File: config.mk
export PLATFORM = sky130hd
export DESIGN_NAME = wr_dma_arbiter
export DESIGN_NICKNAME = d
export VERILOG_FILES = /design/src/rtl/qspi_ctrl_pkg.sv /design/src/rtl/rr_arb2.sv /design/src/rtl/wr_dma_arbiter.sv
export SDC_FILE = /design/constraint.sdc
export NUM_CORES = 1
export LEC_CHECK = 0
export CAP_MARGIN = 30
export CORE_MARGIN = 2
export CORE_UTILIZATION = 40
export CTS_BUF_LIST = sky130_fd_sc_hd__clkbuf_4
export CTS_CLUSTER_DIAMETER = 30
export DETAILED_ROUTE_END_ITERATION = 8
export MAX_ROUTING_LAYER = met4
export PLACE_DENSITY = 0.83
export SLEW_MARGIN = 15
export SYNTH_ARGS = -nofsm -noshare
export SYNTH_HDL_FRONTEND = slang
export SYNTH_HIERARCHICAL = 1
export SYNTH_SLANG_ARGS = --single-unit
File: constraint.sdc
create_clock -name clk -period 2 [get_ports clk]
set_input_delay 0.2 -clock clk [delete_from_list [all_inputs] [get_ports clk]]
set_output_delay 0.2 -clock clk [all_outputs]
set_load 0.03 [all_outputs]
File: src/rtl/qspi_ctrl_pkg.sv
// Shared definitions for the QSPI controller write path: requester count,
// write-engine bus widths, the write-DMA arbiter state encoding and a
// transfer-size legality helper.
// Optional feature macro: WR_ARB_TIMEOUT_EN (adds the WAIT timeout and DRAIN state).
package qspi_ctrl_pkg;

    localparam int NUM_REQ   = 2;
    localparam int WB_ADDR_W = 32;
    localparam int WB_SIZE_W = 16;

    // The write engine only accepts word-aligned start addresses.
    localparam logic [WB_ADDR_W-1:0] WB_WORD_MASK = 32'hFFFF_FFFC;

`ifdef WR_ARB_TIMEOUT_EN
    localparam int TO_CNT_W = 16;

    typedef enum logic [1:0] {
        ST_IDLE   = 2'd0,
        ST_LAUNCH = 2'd1,
        ST_WAIT   = 2'd2,
        ST_DRAIN  = 2'd3
    } arb_state_t;
`else
    typedef enum logic [1:0] {
        ST_IDLE   = 2'd0,
        ST_LAUNCH = 2'd1,
        ST_WAIT   = 2'd2
    } arb_state_t;
`endif

    // A transfer is legal only if it moves at least one whole word.
    function automatic logic size_ok(input logic [WB_SIZE_W-1:0] size);
        return (size != '0) && (size[1:0] == 2'b00);
    endfunction

endpackage

File: src/rtl/rr_arb2.sv
// Two-way round-robin pick: a lone request wins outright; on a tie the
// requester that did not win last time is chosen. Purely combinational.
module rr_arb2
    import qspi_ctrl_pkg::*;
(
    input  logic [NUM_REQ-1:0] req,
    input  logic               last,
    output logic [NUM_REQ-1:0] gnt
);

    // Tie-break against the previous winner; otherwise pass the request through.
    always_comb begin
        if (req == 2'b11) begin
            gnt = last ? 2'b01 : 2'b10;
        end else begin
            gnt = req;
        end
    end

endmodule

File: src/rtl/wr_dma_arbiter.sv
// Write-DMA arbiter: picks one of two requesters, validates its transfer,
// launches the write engine and reports completion or error. Every output
// is registered.
// Optional feature macro: WR_ARB_TIMEOUT_EN (abort a WAIT that exceeds
// TIMEOUT_CYCLES, then DRAIN until the engine goes idle).
module wr_dma_arbiter
    import qspi_ctrl_pkg::*;
#(
    parameter int TIMEOUT_CYCLES = 4096
) (
    input  logic                 clk,
    input  logic                 reset,
    input  logic [NUM_REQ-1:0]   req,
    input  logic [WB_ADDR_W-1:0] req_addr0,
    input  logic [WB_ADDR_W-1:0] req_addr1,
    input  logic [WB_SIZE_W-1:0] req_size0,
    input  logic [WB_SIZE_W-1:0] req_size1,
    output logic [NUM_REQ-1:0]   ack,
    output logic [NUM_REQ-1:0]   done_o,
    output logic [NUM_REQ-1:0]   err_o,
    output logic                 wb_start,
    output logic [WB_ADDR_W-1:0] wb_addr,
    output logic [WB_SIZE_W-1:0] wb_size,
    input  logic                 wb_busy,
    input  logic                 wb_done,
    input  logic                 fifo_empty,
    output logic                 grant_id,
    output logic                 active
);

    // The timeout counter is 16 bits wide, so the limit must fit in it.
    if (TIMEOUT_CYCLES < 1 || TIMEOUT_CYCLES > 65535) begin : g_bad_timeout
        $error("wr_dma_arbiter: TIMEOUT_CYCLES must be in 1..65535");
    end

    arb_state_t           state, state_nxt;
    logic                 last_grant, last_nxt;
    logic                 grant_id_nxt;
    logic [NUM_REQ-1:0]   ack_nxt, done_nxt, err_nxt;
    logic                 start_nxt;
    logic [WB_ADDR_W-1:0] addr_nxt;
    logic [WB_SIZE_W-1:0] size_nxt;

    logic [NUM_REQ-1:0]   gnt;
    logic [WB_ADDR_W-1:0] sel_addr;
    logic [WB_SIZE_W-1:0] sel_size;
    logic [NUM_REQ-1:0]   owner_onehot;

`ifdef WR_ARB_TIMEOUT_EN
    localparam logic [TO_CNT_W-1:0] TO_LAST = TO_CNT_W'(TIMEOUT_CYCLES - 1);
    logic [TO_CNT_W-1:0] to_cnt, to_cnt_nxt;
`endif

    rr_arb2 u_rr_arb2 (
        .req  (req),
        .last (last_grant),
        .gnt  (gnt)
    );

    // Steer the chosen requester's descriptor and decode the current owner.
    always_comb begin
        sel_addr     = gnt[1] ? req_addr1 : req_addr0;
        sel_size     = gnt[1] ? req_size1 : req_size0;
        owner_onehot = {grant_id, ~grant_id};
    end

    // Next-state and next-output logic; pulses default to zero every cycle.
    always_comb begin
        // NOTE: every variable gets a default first so no path leaves one unassigned, which would infer a latch.
        state_nxt    = state;
        last_nxt     = last_grant;
        grant_id_nxt = grant_id;
        ack_nxt      = '0;
        done_nxt     = '0;
        err_nxt      = '0;
        start_nxt    = wb_start;
        addr_nxt     = wb_addr;
        size_nxt     = wb_size;
`ifdef WR_ARB_TIMEOUT_EN
        to_cnt_nxt   = to_cnt;
`endif
        unique case (state)
            ST_IDLE: begin
                start_nxt = 1'b0;
                // Waiting for wb_busy low keeps a new grant from overlapping
                // the tail of the previous transfer.
                if (!wb_busy && (req != '0)) begin
                    grant_id_nxt = gnt[1];
                    last_nxt     = gnt[1];
                    ack_nxt      = gnt;
                    if (size_ok(sel_size)) begin
                        addr_nxt  = sel_addr & WB_WORD_MASK;
                        size_nxt  = sel_size;
                        state_nxt = ST_LAUNCH;
                    end else begin
                        err_nxt = gnt;
                    end
                end
            end
            ST_LAUNCH: begin
                // Only leave once the engine has seen start, is busy and has
                // data; an empty FIFO keeps the start request standing.
                if (wb_start && wb_busy && !fifo_empty) begin
                    start_nxt = 1'b0;
                    state_nxt = ST_WAIT;
`ifdef WR_ARB_TIMEOUT_EN
                    to_cnt_nxt = '0;
`endif
                end else begin
                    start_nxt = 1'b1;
                end
            end
            ST_WAIT: begin
                if (wb_done) begin
                    done_nxt  = owner_onehot;
                    state_nxt = ST_IDLE;
                end
`ifdef WR_ARB_TIMEOUT_EN
                else if (to_cnt == TO_LAST) begin
                    err_nxt    = owner_onehot;
                    to_cnt_nxt = '0;
                    state_nxt  = ST_DRAIN;
                end else begin
                    to_cnt_nxt = to_cnt + 1'b1;
                end
            end
            ST_DRAIN: begin
                // A late wb_done from the aborted transfer is deliberately ignored.
                if (!wb_busy) begin
                    state_nxt = ST_IDLE;
                end
`endif
            end
            default: begin
                state_nxt = ST_IDLE;
            end
        endcase
    end

    // State and registered outputs, with synchronous reset.
    always_ff @(posedge clk) begin
        // NOTE: sequential state uses non-blocking assignments so every register samples pre-edge values.
        if (reset) begin
            state      <= ST_IDLE;
            last_grant <= 1'b1;
            grant_id   <= 1'b0;
            ack        <= '0;
            done_o     <= '0;
            err_o      <= '0;
            wb_start   <= 1'b0;
            wb_addr    <= '0;
            wb_size    <= '0;
            active     <= 1'b0;
        end else begin
            state      <= state_nxt;
            last_grant <= last_nxt;
            grant_id   <= grant_id_nxt;
            ack        <= ack_nxt;
            done_o     <= done_nxt;
            err_o      <= err_nxt;
            wb_start   <= start_nxt;
            wb_addr    <= addr_nxt;
            wb_size    <= size_nxt;
            active     <= (state_nxt != ST_IDLE);
        end
    end

`ifdef WR_ARB_TIMEOUT_EN
    // Cycles spent in WAIT for the current transfer.
    always_ff @(posedge clk) begin
        if (reset) begin
            to_cnt <= '0;
        end else begin
            to_cnt <= to_cnt_nxt;
        end
    end
`endif

endmodule

* Word level (Yosys, flattened, before mapping)
Index checks and enable logic that the tools add are counted.
** Storage, ports and cells
- Register bits after elaboration :: 58
- Output and inout port bits :: 57
- Word-level logic and storage cells :: 46
** Cells by class
- Eq/ne operators :: 3
- Muxes and demuxes :: 11
- Bitwise gates (word level) :: 5
- Reductions and logical operators :: 17
** Operators with widths (count)
- $mux 32 :: 1
- $mux 16 :: 1
- $reduce_bool 16->1 :: 1
- $mux 2 :: 6
- $pmux 2 s3 :: 1
- $reduce_bool 2->1 :: 3
- $reduce_or 3->1 :: 2
- $not 1->1 :: 5
- $eq 2x2->1 const B :: 2
- $logic_and 1x1->1 :: 4
- $logic_not 2->1 :: 2
- $reduce_or 4->1 :: 1
- $reduce_and 3->1 :: 1
- $eq 2x1->1 const B :: 1
- $logic_not 1->1 :: 2
- $pmux 1 s2 :: 1
- $reduce_and 2->1 :: 1
- $mux 1 :: 1

* Longest topological paths before layout
Gate-level depths: netlist (run 1).
- Word-level depth :: 9
- Depth in mapped cells :: 8
- Gate-level depth less buffers :: 6

* Modules after synthesis
The synthesis (run 1) kept the hierarchy.
** Modules (own cells, without submodules)
- wr_dma_arbiter :: times used 1, cells each 267, area each 2803.9 um2
- rr_arb2 :: times used 1, cells each 3, area each 18.8 um2

* Worst setup path before layout (run 1)
No wires, ideal clock.
- Path type :: register to register
- Start :: register last_grant
- End :: register wb_addr[24]
- Data arrival time :: 1.761 ns
- Slack :: 0.158 ns
- Cell stages (with the launch flop) :: 9
- Clock period less this slack :: 1.842 ns
- Path through :: dfxtp_1 a21boi_0 nor4b_2 nand4_1 and3_1 and2_1 buf_4 buf_6 a211oi_2
** Between the ends
- Longest elaborated chain between the ends :: 6
** RTL lines
- start: declaration :: RTL line wr_dma_arbiter.sv:37 : logic last_grant, last_nxt;
- start signal: assignment :: RTL line wr_dma_arbiter.sv:156 : last_grant <= last_nxt;
- $mux 2 * :: RTL line rr_arb2.sv:14 : gnt = last ? 2'b01 : 2'b10;
- $mux 2 * :: RTL line rr_arb2.sv:13 : if (req == 2'b11) begin
- net gnt[1] :: RTL line wr_dma_arbiter.sv:44 : logic [NUM_REQ-1:0] gnt;
- $mux 16 :: RTL line wr_dma_arbiter.sv:63 : sel_size = gnt[1] ? req_size1 : req_size0;
- $reduce_bool 16->1 or $logic_not 2->1 (tied branches) :: RTL line qspi_ctrl_pkg.sv:33 : return (size != '0) && (size[1:0] == 2'b00);
- $logic_and 1x1->1 :: RTL line qspi_ctrl_pkg.sv:33
- $reduce_and 3->1 (no source line)
- end signal: assignment :: RTL line wr_dma_arbiter.sv:162 : wb_addr <= addr_nxt;
- end: declaration :: RTL line wr_dma_arbiter.sv:22 : output logic [WB_ADDR_W-1:0] wb_addr,
Mark *: on every way through the listed nets, which the timed path passes. The rest lies on a longest branch.
A chain may end at the register's enable or synchronous reset.

* Worst setup path in the final report (run 1)
- Start :: input port req[1]
- End :: register wb_addr[19]
** Between the ends
- Longest elaborated chain between the ends :: 6
** RTL lines
- start: declaration :: RTL line wr_dma_arbiter.sv:13 : input logic [NUM_REQ-1:0] req,
- $eq 2x2->1 :: RTL line rr_arb2.sv:13
- $mux 2 * :: RTL line rr_arb2.sv:13
- net gnt[1] :: RTL line wr_dma_arbiter.sv:44
- $mux 16 :: RTL line wr_dma_arbiter.sv:63
- $reduce_bool 16->1 or $logic_not 2->1 (tied branches) :: RTL line qspi_ctrl_pkg.sv:33
- $logic_and 1x1->1 :: RTL line qspi_ctrl_pkg.sv:33
- $reduce_and 3->1 (no source line)
Marks and branches as above.

==> flow_summary.toml, run 1 <==
[run_status]
status = "finished, final reports clean"

[timing]
max_freq_mhz = 528
tns_ns = 0
slew_headroom = 0.654
post-route-period-util = 0.946
post-route-min-period_ns = 1.89
drv_slew = 0
rsz0062_at_grt = "yes"
hold_viol_final = 0
finalSetupViolCount = 0
finClkSkew_ns = 0.0142
post-route-worst-setup-slack_ns = 0.107
worst_slew_pin_slew_ns = 0.519

[grt]
antenna_found_initial = 0
grt_pass1_wl_um = 13200
first_global_vias = 2772
overflow = 0
track_usage = 0.227
grt_max_degree = 33

[drt]
drtPass1Iterations = 4
wl_met3_um = 574
routed_wl_um = 8330
wl_met1_um = 3500
highest_layer = "met4"
dr_total_vias = 2784
drc = 0
drt-wirelength-per-cell_um = 15.9
viasPerCell = 5.31
wl_met2_um = 4100
ant_nets = 0
drt-initial-drc-count = 106

[setup_path]
crit_path_max_incr_delay_ns = 0.51
critical_path.slowest_cell = "clkdlybuf4s50_1"
critPathLaunchType = "input pin"
critPathBufInv = 2
crit_chain = "clkdlybuf4s50_1 -> a21boi_4 -> nor4b_2 -> nand4_1 -> and3_2 -> and2_2 -> buf_12 -> a211oi_1"
crit_family = "simple AND/OR/NAND/NOR gates"
arrival_ns = 2.20
critPathRequiredTime_ns = 2.31
critPathMaxFanout = 20
critPathCaptureType = "register"
criticalPathCategory = "in2reg"

[die]
die_area_um2 = 7740
die_h_um = 88.0
die_w_um = 88.0
io_pins = 160
core_area_um2 = 6790
start_util = 0.415
std_cell_rows = 30

[cts]
cts_sinks = 58
clk_pin_slew_ns = 0.10
cts-htree-levels = 3
clk_latency_ns = 0.40
root_buffer = "clkbuf_4"
post_cts_buffers = 0
cts_buffers = 9
clockBufferDepth = 2
cts_tree = "done"

[yosys]
syn_area_um2 = 2820
yosysSeqAreaShare = 0.411
ys_types = 29
yosysWarnings = 6
synth_seq_cells = 58
syn-instance-count = 270
syn_area_per_cell_um2 = 10.5

[power]
vdd_drop_max_mv = 0.350
p_per_area_nw_per_um2 = 646
p_leak_nw = 1.62

[placed_design]
dpl-instance-area_um2 = 4480
globalplace.congestion = 0.802
dp_slack_ns = -0.311
place_hpwl_um = 6270
io_buffers = 153

[finish]
fin_nets = 526
num_antenna_cells = 0
syn_to_final_growth_pct = 64.3
drive_above_1_share = 0.182
design_area_um2 = 4640

[worst_hold_path]
hold_path.class = "in2reg"

[run]
maxCapViolations = 0
## worst reg2reg max path, stage by stage (launching register included)
cell and delay (ns):
dfxtp_1 0.40, a21boi_4 0.10, buf_4 0.18, o32ai_1 0.28, and3_2 0.25, buf_4 0.25
nand2_1 0.11, a221oi_1 0.24
## cell type report
type	count	area, um2
multi-input cells	181	1500
flip-flops and latches	58	1160
repair buffers	171	1690
fillers	538	2160
clock buffers	10	75.1
well taps	96	120
inverters	2	7.51
clock inverters	6	81.3
## power breakdown
group / total [W] / leakage [nW] / switching, W / internal [W]
clock: 0.000943 / 0.0854 / 0.000430 / 0.000513
sequential: 0.00125 / 0.472 / 0.0000346 / 0.00121
combinational: 0.000805 / 1.06 / 0.000396 / 0.000409
## Yosys cell counts, drive strengths merged
master  instances  area, um2
nor3            3       15.0
nor2            6       22.5
a221oi          2       17.5
nor2b           2       12.5
mux2i          44        440
nand2           5       18.8
and3            1       6.26
and2            3       18.8
nand2b          1       6.26
or4             1       7.51
a21boi          2       15.0
a211oi         44        521
nor4            6       37.5
conb            1       3.75
nand3b          2       15.0
clkbuf          8       30.0
dfxtp          58       1160
buf            22        145
inv             2       7.51
nor3b           4       40.0
nand4           2       12.5
nor4b           1       15.0
a21oi          49        245
o32ai           1       8.76
## per-layer routing
metal,vias up,track usage
met1,1323,0.270
li1,1320,-
met5,-,-
met4,0,0.0685
met3,15,0.0679
met2,126,0.370
## logic make-up (layout without fill, tap and decap cells)
group / count (synthesis) / count (layout) / share of synthesized area
AOI/OAI and AO/OA: 98 / 98 / 0.286
buffers and inverters: 32 / 189 / 0.0647
DFF: 58 / 58 / 0.411
muxes: 44 / 44 / 0.156
other: 1 / 2 / 0.00133
and+or+nand+nor: 37 / 37 / 0.0807
## registers in the layout (all words and copies together) (netlist names)
name	flops
wb_start	1
done_o	2
last_grant	1
wb_addr	30
grant_id	1
state	2
ack	2
err_o	2
wb_size	16
active	1
## worst paths after layout
| path | from | to | depth (start not counted) | slack, ns |
|---|---|---|---|---|
| worst max-delay path | req[1] | wb_addr[19]$_SDFFE_PP0P_ | 8 | 0.11 |
| worst min-delay path | reset | state[1]$_SDFF_PP0_ | 2 | 0.17 |
| worst max register to register | last_grant$_SDFFE_PP1P_ | active$_SDFF_PP0_ | 7 | 0.12 |
| worst min register to register | grant_id$_SDFFE_PP0P_ | done_o[0]$_SDFF_PP0_ | 1 | 0.49 |
## placed cells by master (no fill, tap or decap), types with 2 or more instances in the layout
cell | synthesis | final
a211oi_2 | 38 | 38
inv_1 | 2 | 2
nor3b_2 | 2 | 2
conb_1 | 1 | 2
clkdlybuf4s50_1 | 0 | 152
a221oi_1 | 2 | 2
nor3_1 | 3 | 3
buf_12 | 0 | 2
nand2_1 | 5 | 5
and2_1 | 3 | 2
bufinv_16 | 0 | 2
nor2b_1 | 2 | 2
a211oi_1 | 6 | 6
clkinv_1 | 0 | 2
a21oi_1 | 49 | 49
nor3b_1 | 2 | 2
nand4_1 | 2 | 2
nor2_1 | 6 | 6
buf_4 | 4 | 15
clkbuf_4 | 0 | 10
nor4_1 | 6 | 5
mux2i_1 | 44 | 44
dfxtp_1 | 58 | 58
nand3b_1 | 2 | 2
## through the flow
stage                util  hold WS, ns  power [W]  instances
CTS                 0.682        0.142    0.00302        524
global placement    0.659        0.471    0.00206        508
finish              0.683        0.170    0.00299        524
floorplan               -        0.370    0.00169        271
detailed placement  0.659        0.483    0.00207        508
global route        0.683        0.150    0.00313        524
## what timing repair did
action / CTS / global route
hold buffers: 0 / 0
gates resized for setup: 0 / 1
setup endpoints to repair: 0 / 29
(Power assumes the default switching activity.)
==> run 2: changes to the inputs <==
Settings changed: CORE_MARGIN 2 to 1.5.
==> run 2 against run 1 <==
Compared with the run above: core utilization up 1.7 points; hold slack better by 0.023 ns; power rose by 5.2%; highest routed layer unchanged; critical endpoint is now wb_addr[10]$_SDFFE_PP0P_; combinational power grew 3.5%; wire length rose by 2.1%; final area rose by 2.5%; clock-buffer cell count is the same; largest power group unchanged; critical path depth stayed put; clock power is 13% higher.
==> flow_summary.toml, run 2 (synthesized netlist as in run 1, its figures left out) <==
[placed_design]
dp_slack_ns = -0.363
io_buffers = 153
place_hpwl_um = 6140
placed_cells_incl_taps = 507
globalplace.congestion = 0.850

[cts]
cts_tree = "done"
root_buffer = "clkbuf_4"
cts_sinks = 58
clockBufferDepth = 2
cts_buffers = 9
cts-htree-levels = 3
clk_latency_ns = 0.39
clk_pin_slew_ns = 0.09

[finish]
seqCellArea_um2 = 1160
drive_above_1_share = 0.198
fill_cells = 530
reg_top3 = "wb_addr: 30 flops, wb_size: 16 flops"
multi_input_area_um2 = 1570
layout_commonest_cell = "clkdlybuf4s50_1"
largest_reg_flops = 30
syn_to_final_growth_pct = 68.4
instances_no_fill = 525
layout_common_cells = "clkdlybuf4s50_1 (152), dfxtp_1 (58), a21oi_1 (49), mux2i_1 (44), a211oi_2 (41)"
fin_nets = 527
fin_util = 0.700
num_antenna_cells = 0
regMostFlops = "wb_addr"

[drt]
drt-initial-drc-count = 87
ant_nets = 0
drc = 0
dr_total_vias = 2792
drtPass1Iterations = 4
routed_wl_um = 8510
drt-wirelength-per-cell_um = 16.2
viasPerCell = 5.32

[die]
std_cell_rows = 30
io_pins = 160
die_h_um = 87.0
core_area_um2 = 6790
start_util = 0.415
die_w_um = 87.0
die_area_um2 = 7570

[setup_path]
critPathCaptureType = "register"
critPathMaxFanout = 16
critPathLaunchType = "input pin"
criticalPathCategory = "in2reg"
arrival_ns = 2.25
critPathRequiredTime_ns = 2.30

[grt]
overflow = 0
first_global_vias = 2744
antenna_found_initial = 0
track_usage = 0.228
grt_max_degree = 34
grt_pass1_wl_um = 13100

[timing]
max_freq_mhz = 513
tns_ns = 0
worst_slew_pin_slew_ns = 0.519
holdWs_ns = 0.193
post-route-period-util = 0.975
slew_headroom = 0.654
hold_viol_final = 0
finalSetupViolCount = 0
rsz0062_at_grt = "no"
post-route-worst-setup-slack_ns = 0.0509
post-route-min-period_ns = 1.95
finClkSkew_ns = 0.0194
drv_slew = 0

[run_status]
status = "finished, final reports clean"

[power]
p_per_area_nw_per_um2 = 663
vdd_drop_max_mv = 0.327
p_leak_nw = 1.65

[run]
maxCapViolations = 0

[worst_hold_path]
hold_path.class = "in2reg"
-- run 2: critical path: stages --
cell	delay, ns
clkdlybuf4s50_1	0.51
a21boi_4	0.31
nor4b_4	0.26
nand4_1	0.11
and3_4	0.23
and2_2	0.24
clkbuf_16	0.20
a211oi_2	0.17
-- run 2: path summary, 6_finish.rpt --
| check | start | end | slack [ns] | cells after the start |
|---|---|---|---|---|
| worst min register to register | grant_id$_SDFFE_PP0P_ | done_o[0]$_SDFF_PP0_ | 0.48 | 1 |
| worst min-delay path | reset | ack[0]$_SDFF_PP0_ | 0.19 | 3 |
| worst max register to register | last_grant$_SDFFE_PP1P_ | wb_addr[10]$_SDFFE_PP0P_ | 0.08 | 7 |
| worst max-delay path | req[1] | wb_addr[10]$_SDFFE_PP0P_ | 0.05 | 8 |
-- run 2: power by group --
part | internal (W) | switching, W
Sequential | 0.00121 | 0.0000347
Combinational | 0.000423 | 0.000410
Clock | 0.000640 | 0.000431
Total | 0.00227 | 0.000876
-- run 2: layout make-up --
cell class	count	area share
timing repair buffer	172	0.362
multi-input combinational	181	0.329
sequential	58	0.244
tap	96	0.0253
clock inverter	6	0.0221
clock buffer	10	0.0158
inverter	2	0.00158
-- run 2: stage by stage --
step / area, um2 / power, W
2_1_floorplan: 2830 / 0.00169
3_3_place_gp: 4470 / 0.00206
3_5_place_dp: 4470 / 0.00208
4_1_cts: 4650 / 0.00314
5_1_grt: 4750 / 0.00328
6_report: 4750 / 0.00315
-- run 2: what timing repair did --
action / in CTS / in global routing
gates resized for setup: 0 / 12
hold buffers: 0 / 0
endpoints found under the setup margin: 0 / 46
setup buffers: 0 / 1
-- run 2: metal layers --
layer / share of wire / routed length [um] / vias to the layer above / track usage
met4: 0.018 / 155 / 0 / 0.0938
li1: - / - / 1326 / -
met3: 0.066 / 558 / 16 / 0.0597
met2: 0.50 / 4240 / 120 / 0.381
met1: 0.42 / 3550 / 1330 / 0.260
met5: 0 / 0 / - / -
==> variant 1 (flow settings as in run 2) <==
The output `err_o` loses its register stage (`err_o` becomes a continuous assignment).
--- a/src/rtl/wr_dma_arbiter.sv
+++ b/src/rtl/wr_dma_arbiter.sv
@@ -147,5 +147,4 @@
             ack        <= '0;
             done_o     <= '0;
-            err_o      <= '0;
             wb_start   <= 1'b0;
             wb_addr    <= '0;
@@ -158,5 +157,4 @@
             ack        <= ack_nxt;
             done_o     <= done_nxt;
-            err_o      <= err_nxt;
             wb_start   <= start_nxt;
             wb_addr    <= addr_nxt;
@@ -165,4 +163,6 @@
         end
     end
+
+    assign err_o = err_nxt;
 
 `ifdef WR_ARB_TIMEOUT_EN
Function: changed (Yosys sat finds a counterexample within 4 cycles, from zero or initial values and one cycle with reset high).
==> variant 1 against run 2 <==
The flow now finishes with violations (setup timing); setup slack lost 120 ps; worst hold slack gained 86 ps; area after synthesis shrank 0.27%; synthesized cell count shrank 0.37%; routed wire length grew 1.5%; cell count grew 0.19%; global-route usage grew 0.48 points; clock skew shrank 14 ps; final area shrank 0.63%; sequential cell count shrank 2; total power shrank 19%; clock power shrank 56%; register-to-register slack lost 50 ps; die area shrank 0.26%; critical path type is now in -> out; critical endpoint is now err_o[0]; largest cell class unchanged; largest power group unchanged.
==> variant 1: results (changes against run 2) <==
metric	value	unit	change
outcome	complete, but fails checks		was completed
violations	setup timing		
cpPeakStageDelay	490	ps	was 510 ps
setup_viol	3		was 0
crit_arrival	1870	ps	was 2250 ps
synthMuxAreaShare	0.156		about the same
synth.area.top_cells	dfxtp_1 (40%), a211oi_2 (18%), mux2i_1 (16%)		was dfxtp_1 (41%), a211oi_2 (17%), mux2i_1 (16%)
grt_pass1_wl	13500	um	was 13100 um
fillers	545		was 530
nNetsFinal	532		was 527
dp.cells	512		was 507
peakVddDrop	0.374	mV	was 0.327 mV
leakagePower	0.00165	uW	about the same
cts_buffers	5		was 9
r2r_cells	10		was 7
design_area	4720	um2	was 4750 um2
postLayoutSetupSlackWorst	-70.0	ps	was 50.9 ps
crit_fanout	5		was 16
grt_util_all_layers	0.233		was 0.228
synth_common_cells	dfxtp_1 (56), a21oi_1 (49), mux2i_1 (44), a211oi_2 (40)		was dfxtp_1 (58), a21oi_1 (49), mux2i_1 (44), a211oi_2 (38), buf_2 (14)
dp_slack	-220	ps	was -363 ps
post_dp_cell_area	4490	um2	was 4470 um2
synth-compound-area-share	0.292		was 0.286
ys_types	28		was 29
dp_hpwl	6340	um	was 6140 um
drt-initial-drc-count	82		was 87
path_clk_slew	150	ps	was 90 ps
crit_family	buffers and inverters		was simple AND/OR/NAND/NOR gates
tns	-141	ps	was 0 ps
post_cts_buffers	4		was 0
r2r-end	wb_size[12]		was wb_addr[10]
wirelength	8640	um	was 8510 um
clk-insertion-delay-late	370	ps	was 390 ps
==> variant 1: worst max path at each step <==
stage	end	slack, ps	cells after the start
after global routing	err_o[1]	-170	7
after detailed placement	err_o[0]	-220	8
final	err_o[0]	-70	8
after CTS	err_o[0]	-80	7
after floorplan	err_o[1]	20	5
after global placement	err_o[1]	-160	8
==> variant 1: per-layer routing <==
metal  GRT usage  vias to the layer above  share of wire
met5           -                        -              0
met4      0.0909                        0          0.031
met3      0.0455                       25          0.068
met2       0.405                      119           0.50
met1       0.264                     1293           0.40
li1            -                     1321              -
==> variant 1: cell type report <==
cell class,instances,area share
Tap cell,96,0.0254
Multi-Input combinational cell,182,0.339
Clock inverter,3,0.00291
Inverter,4,0.00318
Timing Repair Buffer,180,0.384
Clock buffer,5,0.00795
Sequential cell,56,0.238
==> variant 1: power breakdown <==
part / internal [uW] / total (uW) / switching, uW
sequential: 1170 / 1210 / 35.5
combinational: 456 / 883 / 428
clock: 130 / 469 / 339
total: 1760 / 2560 / 802
==> variant 2 (config.mk and constraints of run 2) <==
Made on the original files. Add a define of `WR_ARB_TIMEOUT_EN`.
--- a/src/rtl/qspi_ctrl_pkg.sv
+++ b/src/rtl/qspi_ctrl_pkg.sv
@@ -3,4 +3,6 @@
 // transfer-size legality helper.
 // Optional feature macro: WR_ARB_TIMEOUT_EN (adds the WAIT timeout and DRAIN state).
+`define WR_ARB_TIMEOUT_EN
+
 package qspi_ctrl_pkg;
 
Check against the original RTL: same outputs for any inputs over 10 cycles, from zero or initial values and one cycle with reset high; that may be too few to reach the edited logic, so the function may still have changed.
==> variant 2 against run 2 <==
Final area grew 13%; sequential cell count up 16; via count grew 23%; total power rose by 2.5%; area after synthesis increased by 22%; routed wire length rose by 15%; setup slack better by 49 ps.
==> variant 2: results (changes against run 2) <==
metric	value	unit	change
outcome	completed		unchanged
nNetsFinal	634		was 527
path_class	reg -> reg		was in -> reg
slew_headroom	0.665		was 0.654
post_cts_buffers	0		unchanged
hold_end	wb_start		was ack[0]
r2r-start	last_grant		unchanged
synth_area_per_cell	9.26	um2	was 10.5 um2
routabilityCongestion	0.911		was 0.850
synthMuxAreaShare	0.131		was 0.156
grt_pass1_wl	15900	um	was 13100 um
dr.pass1.iters	5		was 4
peakVddDrop	0.325	mV	was 0.327 mV
critPathSlowestCell	dfxtp_2		was clkdlybuf4s50_1
skew	6.75	ps	was 19.4 ps
yosys.area_share.adder	0.00363		was 0
r2r_cells	8		was 7
yosysSeqAreaShare	0.430		was 0.411
whs_path_depth	2		was 3
r2r-end	wb_addr[24]		was wb_addr[10]
synth_xor_area_frac	0.0305		was 0
fin_crit_sh	0.950		was 0.975
drive_gt1_frac	0.101		was 0.198
crit_arrival	2220	ps	was 2250 ps
combinationalPowerShare	0.242		was 0.264
antenna-diode-count	0		unchanged
cts_buffer_depth	2		unchanged
largestRegisters	wb_addr x30, to_cnt x16, wb_size x16		was wb_addr x30, wb_size x16
synth-compound-area-share	0.206		was 0.286
dp_hpwl	7430	um	was 6140 um
detail_route.wl_per_cell	15.3	um	was 16.2 um
cpPeakStageDelay	380	ps	was 510 ps
viasPerCell	5.37		was 5.32
vias	3431		was 2792
crit_fanout	31		was 16
dp.cells	624		was 507
holdWs	208	ps	was 193 ps
power.density	603	nW/um2	was 663 nW/um2
dp_slack	-367	ps	was -363 ps
leakagePower	0.00187	uW	was 0.00165 uW
cts_buffers	9		unchanged
synth.area.top_cells	dfxtp_1 (43%), mux2i_1 (13%), a211oi_1 (9.6%)		was dfxtp_1 (41%), a211oi_2 (17%), mux2i_1 (16%)
hold_path_class	in -> reg		unchanged
cts-resized-gates	2		was 0
crit_family	simple AND/OR/NAND/NOR gates		unchanged
drt-initial-drc-count	142		was 87
ys_types	46		was 29
grt_util_all_layers	0.230		was 0.228
fillers	700		was 530
path_clk_slew	120	ps	was 90 ps
synth-main-ff-cell	dfxtp_1		unchanged
post_dp_cell_area	5200	um2	was 4470 um2
p_clk_frac	0.273		was 0.340
internal_power	2310	uW	was 2270 uW
synth_common_cells	dfxtp_1 (74), a21oi_1 (47), mux2i_1 (45), a211oi_1 (44), nor2_1 (23)		was dfxtp_1 (58), a21oi_1 (49), mux2i_1 (44), a211oi_2 (38), buf_2 (14)
cp-start-kind	flop		was input port
grt_max_degree	46		was 34
die-area	9180	um2	was 7570 um2
==> variant 2: logic make-up (layout without fill, tap and decap cells) <==
group / count (synthesis) / in the layout
muxes: 45 / 45
AOI/OAI and AO/OA: 110 / 110
xor gates and xnor gates: 12 / 12
other: 1 / 2
DFF: 74 / 74
buffers and inverters: 36 / 197
and+or+nand+nor: 93 / 93
adders and majority gates: 1 / 1
==> variant 2: layout make-up <==
class / instances / area, um2 / area share
timing repair buffer: 179 / 1770 / 0.330
inverter: 3 / 11.3 / 0.00210
clock inverter: 6 / 58.8 / 0.0110
sequential: 74 / 1480 / 0.277
clock buffer: 9 / 67.6 / 0.0126
multi-input combinational: 263 / 1840 / 0.343
tap: 105 / 131 / 0.0245
==> variant 2: layer usage <==
| layer | wire length [um] | vias to the layer above | track usage |
|---|---|---|---|
| li1 | - | 1693 | - |
| met1 | 4150 | 1609 | 0.278 |
| met2 | 4950 | 116 | 0.381 |
| met3 | 523 | 13 | 0.0482 |
| met4 | 149 | 0 | 0.0711 |
| met5 | 0 | - | - |
